## src/rtl/fft_pkg.sv

```systemverilog
// Shared defaults and FSM state encoding for the FFT spectrum RAM writer.
package fft_pkg;

    localparam int N_POINT_DEF = 1024;
    localparam int DW_DEF      = 16;

    localparam logic [1:0] ST_IDLE    = 2'd0;
    localparam logic [1:0] ST_CAPTURE = 2'd1;
    localparam logic [1:0] ST_DRAIN   = 2'd2;
    localparam logic [1:0] ST_DONE    = 2'd3;

endpackage

```

## src/rtl/fft_mag_sq.sv

```systemverilog
// Two-stage re^2+im^2 pipeline; valid and address travel alongside the data.
// Latency 2 cycles, 1 sample/cycle, no back-pressure; flush kills both in-flight stages.
module fft_mag_sq #(
    parameter int DW = 16,
    parameter int AW = 10,
    parameter int MW = 2*DW+1
) (
    input  logic                 clk,
    input  logic                 rst_n,
    input  logic                 flush,
    input  logic                 sample_vld,
    input  logic signed [DW-1:0] sample_re,
    input  logic signed [DW-1:0] sample_im,
    input  logic [AW-1:0]        sample_addr,
    output logic                 stage1_vld,
    output logic                 mag_vld,
    output logic [AW-1:0]        mag_addr,
    output logic [MW-1:0]        mag_dat
);

    logic signed [2*DW-1:0] re_ext;
    logic signed [2*DW-1:0] im_ext;
    logic [2*DW-1:0]        re_sq;
    logic [2*DW-1:0]        im_sq;
    logic [AW-1:0]          s1_addr;

    // Squares are non-negative and below 2^(2*DW-1)+1, so the low 2*DW bits are exact.
    assign re_ext = (2*DW)'(sample_re);
    assign im_ext = (2*DW)'(sample_im);

    always_ff @(posedge clk) begin
        if (!rst_n) begin
            stage1_vld <= 1'b0;
            re_sq      <= '0;
            im_sq      <= '0;
            s1_addr    <= '0;
            mag_vld    <= 1'b0;
            mag_addr   <= '0;
            mag_dat    <= '0;
        end else begin
            stage1_vld <= sample_vld && !flush;
            mag_vld    <= stage1_vld && !flush;
            if (sample_vld) begin
                re_sq   <= $unsigned(re_ext * re_ext);
                im_sq   <= $unsigned(im_ext * im_ext);
                s1_addr <= sample_addr;
            end
            if (stage1_vld && !flush) begin
                mag_addr <= s1_addr;
                mag_dat  <= MW'(re_sq) + MW'(im_sq);
            end
        end
    end

endmodule

```

## src/rtl/fft_ram_wr.sv

```systemverilog
// Captures one FFT frame while fft_valid is high and writes |X|^2 per bin to the spectrum RAM.
// Write 2 cycles after acceptance, shutdown pulse 1 cycle after the last write; no back-pressure.
module fft_ram_wr
    import fft_pkg::*;
#(
    parameter int N_POINT = N_POINT_DEF,
    parameter int DW      = DW_DEF,
    parameter int AW      = $clog2(N_POINT),
    parameter int MW      = 2*DW+1
) (
    input  logic                 clk,
    input  logic                 rst_n,
    input  logic                 fft_valid,
    input  logic signed [DW-1:0] fft_re,
    input  logic signed [DW-1:0] fft_im,
    input  logic                 fft_dv,
    input  logic                 fft_last,
    output logic                 ram_wr_en,
    output logic [AW-1:0]        ram_wr_addr,
    output logic [MW-1:0]        ram_wr_data,
    output logic                 fft_shutdown,
    output logic                 frame_err
);

    logic [1:0]    state;
    logic [1:0]    state_nxt;
    logic [AW-1:0] bin_cnt;
    logic          last_bin;
    logic          accept;
    logic          abort;
    logic          stage1_vld;

    assign last_bin = (bin_cnt == AW'(N_POINT-1));

    always_ff @(posedge clk) begin
        if (!rst_n) state <= ST_IDLE;
        else        state <= state_nxt;
    end

    always_comb begin
        state_nxt = state;
        case (state)
            ST_IDLE:    if (fft_valid) state_nxt = ST_CAPTURE;
            ST_CAPTURE: begin
                if (!fft_valid)                         state_nxt = ST_IDLE;
                else if (accept && (last_bin || fft_last)) state_nxt = ST_DRAIN;
            end
            // The final bin sits in stage 1 for one cycle; once it leaves, its write is on the port.
            ST_DRAIN: begin
                if (!fft_valid)       state_nxt = ST_IDLE;
                else if (!stage1_vld) state_nxt = ST_DONE;
            end
            ST_DONE:    state_nxt = ST_IDLE;
            default:    state_nxt = ST_IDLE;
        endcase
    end

    always_comb begin
        accept       = (state == ST_CAPTURE) && fft_valid && fft_dv;
        abort        = ((state == ST_CAPTURE) || (state == ST_DRAIN)) && !fft_valid;
        fft_shutdown = (state == ST_DONE);
    end

    // Clearing in IDLE covers both normal frame entry and recovery after an abort.
    always_ff @(posedge clk) begin
        if (!rst_n) begin
            bin_cnt   <= '0;
            frame_err <= 1'b0;
        end else begin
            if (state == ST_IDLE) bin_cnt <= '0;
            else if (accept)      bin_cnt <= bin_cnt + AW'(1);
            if (accept && (fft_last != last_bin)) frame_err <= 1'b1;
        end
    end

    fft_mag_sq #(
        .DW (DW),
        .AW (AW),
        .MW (MW)
    ) u_mag_sq (
        .clk         (clk),
        .rst_n       (rst_n),
        .flush       (abort),
        .sample_vld  (accept),
        .sample_re   (fft_re),
        .sample_im   (fft_im),
        .sample_addr (bin_cnt),
        .stage1_vld  (stage1_vld),
        .mag_vld     (ram_wr_en),
        .mag_addr    (ram_wr_addr),
        .mag_dat     (ram_wr_data)
    );

endmodule

```

## config.mk

```make
export PLATFORM = sky130hd
export DESIGN_NAME = fft_ram_wr
export DESIGN_NICKNAME = d
export VERILOG_FILES = /design/src/rtl/fft_pkg.sv /design/src/rtl/fft_mag_sq.sv /design/src/rtl/fft_ram_wr.sv
export SDC_FILE = /design/constraint.sdc
export NUM_CORES = 1
export LEC_CHECK = 0
export CELL_PAD_IN_SITES_DETAIL_PLACEMENT = 0
export CELL_PAD_IN_SITES_GLOBAL_PLACEMENT = 1
export CORE_MARGIN = 4
export CORE_UTILIZATION = 28
export CTS_CLUSTER_SIZE = 10
export DETAILED_ROUTE_END_ITERATION = 8
export GPL_TIMING_DRIVEN = 0
export HOLD_SLACK_MARGIN = 0.02
export PLACE_DENSITY_LB_ADDON = 0.1
export RECOVER_POWER = 50
export SLEW_MARGIN = 10
export SYNTH_ARGS = -nofsm -noshare
export SYNTH_HDL_FRONTEND = slang
export SYNTH_SLANG_ARGS = --single-unit
```

## constraint.sdc

```tcl
create_clock -name clk -period 7.8 [get_ports clk]
set_clock_uncertainty 0.2 [all_clocks]
set_input_delay 1.17 -clock clk [delete_from_list [all_inputs] [get_ports clk]]
set_output_delay 1.17 -clock clk [all_outputs]
set_load 0.05 [all_outputs]
```

Word-level counts from Yosys, hierarchy flattened
Cells that the tools add are included.

Latch bits: 0. Bits in writable memories: 0. Register bits: 132. Memories: 0. ROM bits: 0. Logic and storage cells: 43. Input port bits: 37.

Magnitude comparators: 0. Add/subtract/negate cells: 2. Multipliers: 2. Reduce and logical (&&, ||, !) cells: 14. Multiplexer cells: 6. Equality and inequality tests: 8. Bitwise operators: 1. Shifts and indexed selects: 0. Div/mod/pow operators: 0.

Operators with widths (count): multiplier 16 x 16 -> 32 bit (2); adder 32 x 32 -> 33 bit (1); adder 10 x 1 -> 10 bit, second input constant (1); == test 10 bit, second input constant (1); two-way mux 2 bit (5); case mux 2 bit (4 select lines) (1); logical AND 1 bit (7); inequality test 3 bit, second input constant (2); == test 2 bit, second input constant (2); AND reduction 3 bit (1); == test 2 x 1 -> 1 bit, second input constant (1); logical NOT 1 bit (2); logical NOT 2 bit (1); logical OR 1 bit (2); inequality test 2 bit, second input constant (1); OR reduction 2 bit (1); inequality test 1 bit (1); inverter 1 bit (1).

Logic depth before layout (Yosys ltp)
Depth in word-level cells: 7. Gate-level depth with buffers: 24.

Modules after synthesis
A second synthesis with hierarchy kept.

Cells, all modules: 2634. Area, all modules: 23754.0 sq um.

Modules (own cells, without submodules): fft_mag_sq (times used 1, cells an instance 2557, area each 23068.4 sq um); fft_ram_wr (times used 1, cells an instance 77, area each 685.7 sq um).

Least setup slack after synthesis
Ideal clock, no wire load.

Path kind: input -> register. From: input fft_im[5]. To: register u_mag_sq.im_sq[28]. Path slack: 0.775 ns. Data arrival time: 6.710 ns. Path buffers: 2. Cell stages on the path: 22. Path through: clkbuf_1 clkbuf_1 nand2_1 fa_1 inv_1 fa_1 fa_1 fa_1 fa_1 inv_1 fa_1 inv_1 ha_1 a21o_1 a21oi_1 o21bai_1 a21oi_1 o2111ai_1 a31oi_1 xor2_1 o21ai_0 and2_1.

Word-level cells in the longest chain between the ends: 1.

Ends and longest elaborated chain: start: declaration (line fft_ram_wr.sv:15) `input logic signed [DW-1:0] fft_im,`; multiplier 16 x 16 -> 32 bit (line fft_mag_sq.sv:45) `im_sq <= $unsigned(im_ext * im_ext);`; end signal: assignment (line fft_mag_sq.sv:45); end: declaration (line fft_mag_sq.sv:24) `logic [2*DW-1:0] im_sq;`.

Every way passes these cells. A chain may end at the register's enable or synchronous reset.

Worst setup path after layout
From: input fft_im[4]. To: register u_mag_sq.im_sq[31].

The elaborated chain is that of the path after synthesis.

==> results.env <==
CRITPATHMAXFANOUT=11
SYNTH.YOSYS.WARNINGS=0
DRT-INITIAL-DRC-COUNT=706
CLOCK_ROOT_CELL='clkbuf_16'
TIMING_WORST_SETUP_PATH_TYPE='input pin to flip-flop'
DRTPASS1ITERATIONS=5
TRITONCTS='done'
NETLIST_AREA_SQ_UM=23800
ROUTED-WL-MET2_UM=34300
GRT_START_MAX_NET_PINS=17
CLKSINKCOUNT=130
FIRST_GLOBAL_VIAS=19662
MAPPEDNETLISTNETS=3375
TIGHTEST_PIN_TRANSITION_PS=1690
WORST_SETUP_HOLD_PATH_CLK_SLEW_PS=60
GRT_PASS1_WL_UM=114000
IO_BUFFER_COUNT=81
DRC=0
SYNTH_TOP_AREA_FRAC=0.394
SYNTH_TOP_FLOP_CELL='dfxtp_1'
CTSHOLDBUFFERS=0
DIE_W_UM=299
REMAINING_GLOBAL_ROUTE_OVERFLOW=0
OUTCOME='finished with violations'
CTS_BUFFER_DEPTH=2
FINALSETUPVIOLATIONS=0
FAILED_CHECKS='capacitance limit, slew limit'
MAXCLOCKFREQUENCY_MHz=133
SYNTH_CELL_TYPES=63
SYNTHARSTFLOPSHARE=0
SYNTH.AREA.TOP_CELLS='fa_1, ha_1, dfxtp_1'
FINAL_HOLD_VIOL_COUNT=0
WORSTSETUPENDPOINTTYPE='flip-flop'
ANT_NETS=0
SYNTHESIS.INSTANCES=2653
POST_SYNTH.CELL_AREA_AVG_SQ_UM=8.95
CORE_REGION_AREA_SQ_UM=83800
CTS_MADE_BUFFERS=17
CORE.ROWCOUNT=106
GRT_ANTENNA_BEFORE_REPAIR=1
SYNTH.YOSYS.SEQ_AREA_SHARE=0.110
TIMING.SLEW.HEADROOM=-0.134
SYNTHTOLAYOUTAREAGROWTH_PCT=13.5
WIRELENGTH_MET1_UM=33400
ROUTED_WL_UM=70100
DP_SLACK_PS=-1600
DESIGN.DIE.AREA_SQ_UM=89600
DP.FINAL_HPWL_UM=60400
CHIPHEIGHT_UM=299
SYNTH_TOP_CELLS_BY_COUNT='inv_1, fa_1, nand2_1'
TOP_COUNT_CELL_POST_SYNTH='inv_1'
DRV_SLEW=11
GRT_USE_TOTAL=0.163
VIASPERCELL=4.42
TOP_SIGNAL_LAYER_USED='met4'
CRITICAL_PATH_REQUIRED_PS=7900
POST-ROUTE-PERIOD-UTIL=0.964
FINAL_CRITICAL_PATH_TIME_INCLUDING_I_O_DELAYS_AND_SETUP_PS=7520
H_TREE_LEVELS=4
LAYOUT_SETUP_WS_PS=282
MAXCAPVIOLCOUNT=1
FLOORPLAN.INITIALDENSITY=0.283
I_O_PIN_CNT=83
AVGROUTEDWIREPERCELL_UM=18.0
HP-CLASS='flip-flop to flip-flop'
SYNTH_TOP_AREA_CELL='fa_1'
DRIVE_GT1_FRAC=0.0527
ARRIVAL_PS=7620
NNETSFINAL=3480
PLACER_CONGESTION_ESTIMATE=0.842
ROUTE.MET3.WL_UM=1780
FILLERINSTANCES=8873
SYNTH_EDF_COUNT=0
TOTAL_OF_FLIP_FLOPS_PLUS_LATCHES_AFTER_SYNTHESIS=130
WORST_SKEW_PAIR_LATENCY_PS=430
START_KIND='input pin'
DR_TOTAL_VIAS=17257
-- sequential cells by signal, summed over array words and instances (netlist names) --
register and count:
state 2, u_mag_sq.mag_dat 33, u_mag_sq.mag_addr 10, u_mag_sq.s1_addr 10
u_mag_sq.re_sq 31, u_mag_sq.im_sq 31, bin_cnt 10, u_mag_sq.stage1_vld 1
frame_err 1, u_mag_sq.mag_vld 1
-- worst max-delay path, stage by stage --
cell             delay (ps)
clkdlybuf4s50_1         530
buf_6                   190
clkbuf_8                210
nand2_1                  80
fa_1                    530
fa_1                    440
fa_1                    530
inv_1                    60
fa_1                    450
fa_1                    510
inv_1                    50
fa_1                    480
inv_1                    60
ha_2                    310
a21o_1                  190
a21oi_2                 160
o21ai_1                 100
a221oi_2                370
o22ai_2                 170
o41ai_2                 320
buf_4                   180
o21ai_1                 100
xnor2_2                 310
o21ai_1                  90
-- layout make-up --
class	count	area, sq um	share of cell area
Antenna cell	2	5.00	0.000186
Buffer	80	480	0.0178
Clock buffer	19	453	0.0168
Clock inverter	13	151	0.00562
Inverter	650	2440	0.0906
Multi-Input combinational cell	1791	18600	0.688
Sequential cell	130	2600	0.0965
Tap cell	1134	1420	0.0526
Timing Repair Buffer	88	856	0.0317
-- metrics by stage --
step	area, sq um	util	std cells	setup TNS [ps]	hold slack (ps)
after floorplan	23800	-	2653	0	229
after global placement	26000	0.310	3868	-38520	249
after detailed placement	26000	0.310	3868	-36880	250
after CTS	26800	0.320	3905	0	264
after global routing	27000	0.322	3905	-19.2	277
final	27000	0.322	3907	0	253
-- logic make-up (layout without fill, tap and decap cells) --
group | after synthesis | count (layout) | share of synthesized area
AO/OA/AOI/OAI | 324 | 324 | 0.0900
XOR/XNOR | 127 | 127 | 0.0468
adder cells (fa/ha/maj) | 685 | 685 | 0.509
buffers and inverters | 732 | 850 | 0.116
flip-flops | 130 | 130 | 0.110
multiplexers | 2 | 2 | 0.000843
other | 0 | 2 | 0
AND/OR/NAND/NOR | 653 | 653 | 0.129
-- layer usage --
| layer | vias up | global-route usage |
|---|---|---|
| li1 | 8260 | - |
| met1 | 8747 | 0.227 |
| met2 | 224 | 0.288 |
| met3 | 26 | 0.0119 |
| met4 | 0 | 0.0193 |
| met5 | - | 0 |
-- final timing paths --
path                                      from                           endpoint  slack (ps)  depth (start not counted)
max                                  fft_im[4]    u_mag_sq.im_sq[31]$_SDFFE_PN0P_         280                         24
min          u_mag_sq.mag_dat[20]$_SDFFE_PN0P_  u_mag_sq.mag_dat[20]$_SDFFE_PN0P_         250                          2
max reg2reg              state[0]$_SDFFE_PN0P_  u_mag_sq.mag_dat[32]$_SDFFE_PN0P_        4120                          7
min reg2reg  u_mag_sq.mag_dat[20]$_SDFFE_PN0P_  u_mag_sq.mag_dat[20]$_SDFFE_PN0P_         250                          2
-- cells in the final DEF (no fill, tap or decap), types with 13 or more instances in the layout --
cell / n
nand4_1: 14
clkbuf_4: 14
a21o_1: 41
a21boi_0: 36
xor2_1: 49
o21ai_0: 82
and2_1: 116
xnor2_1: 74
clkbuf_16: 17
dfxtp_1: 130
o21ai_1: 15
a21oi_1: 55
dlygate4sd3_1: 48
nor2_1: 95
clkbuf_2: 13
clkbuf_1: 36
inv_1: 645
nand2_1: 317
o21bai_1: 13
nand3_1: 22
fa_1: 464
ha_1: 211
-- repair_timing --
item	in CTS	in global routing
pin swaps	4	6
endpoints found under the setup margin	35	17
endpoints found under the hold margin	0	0
gates cloned	0	0
gates resized for setup	103	80
buffers inserted	6	1
Power is left out: the tool's default activity adds up to more than one toggle a clock period on the data nets, which glitch-free logic cannot reach.
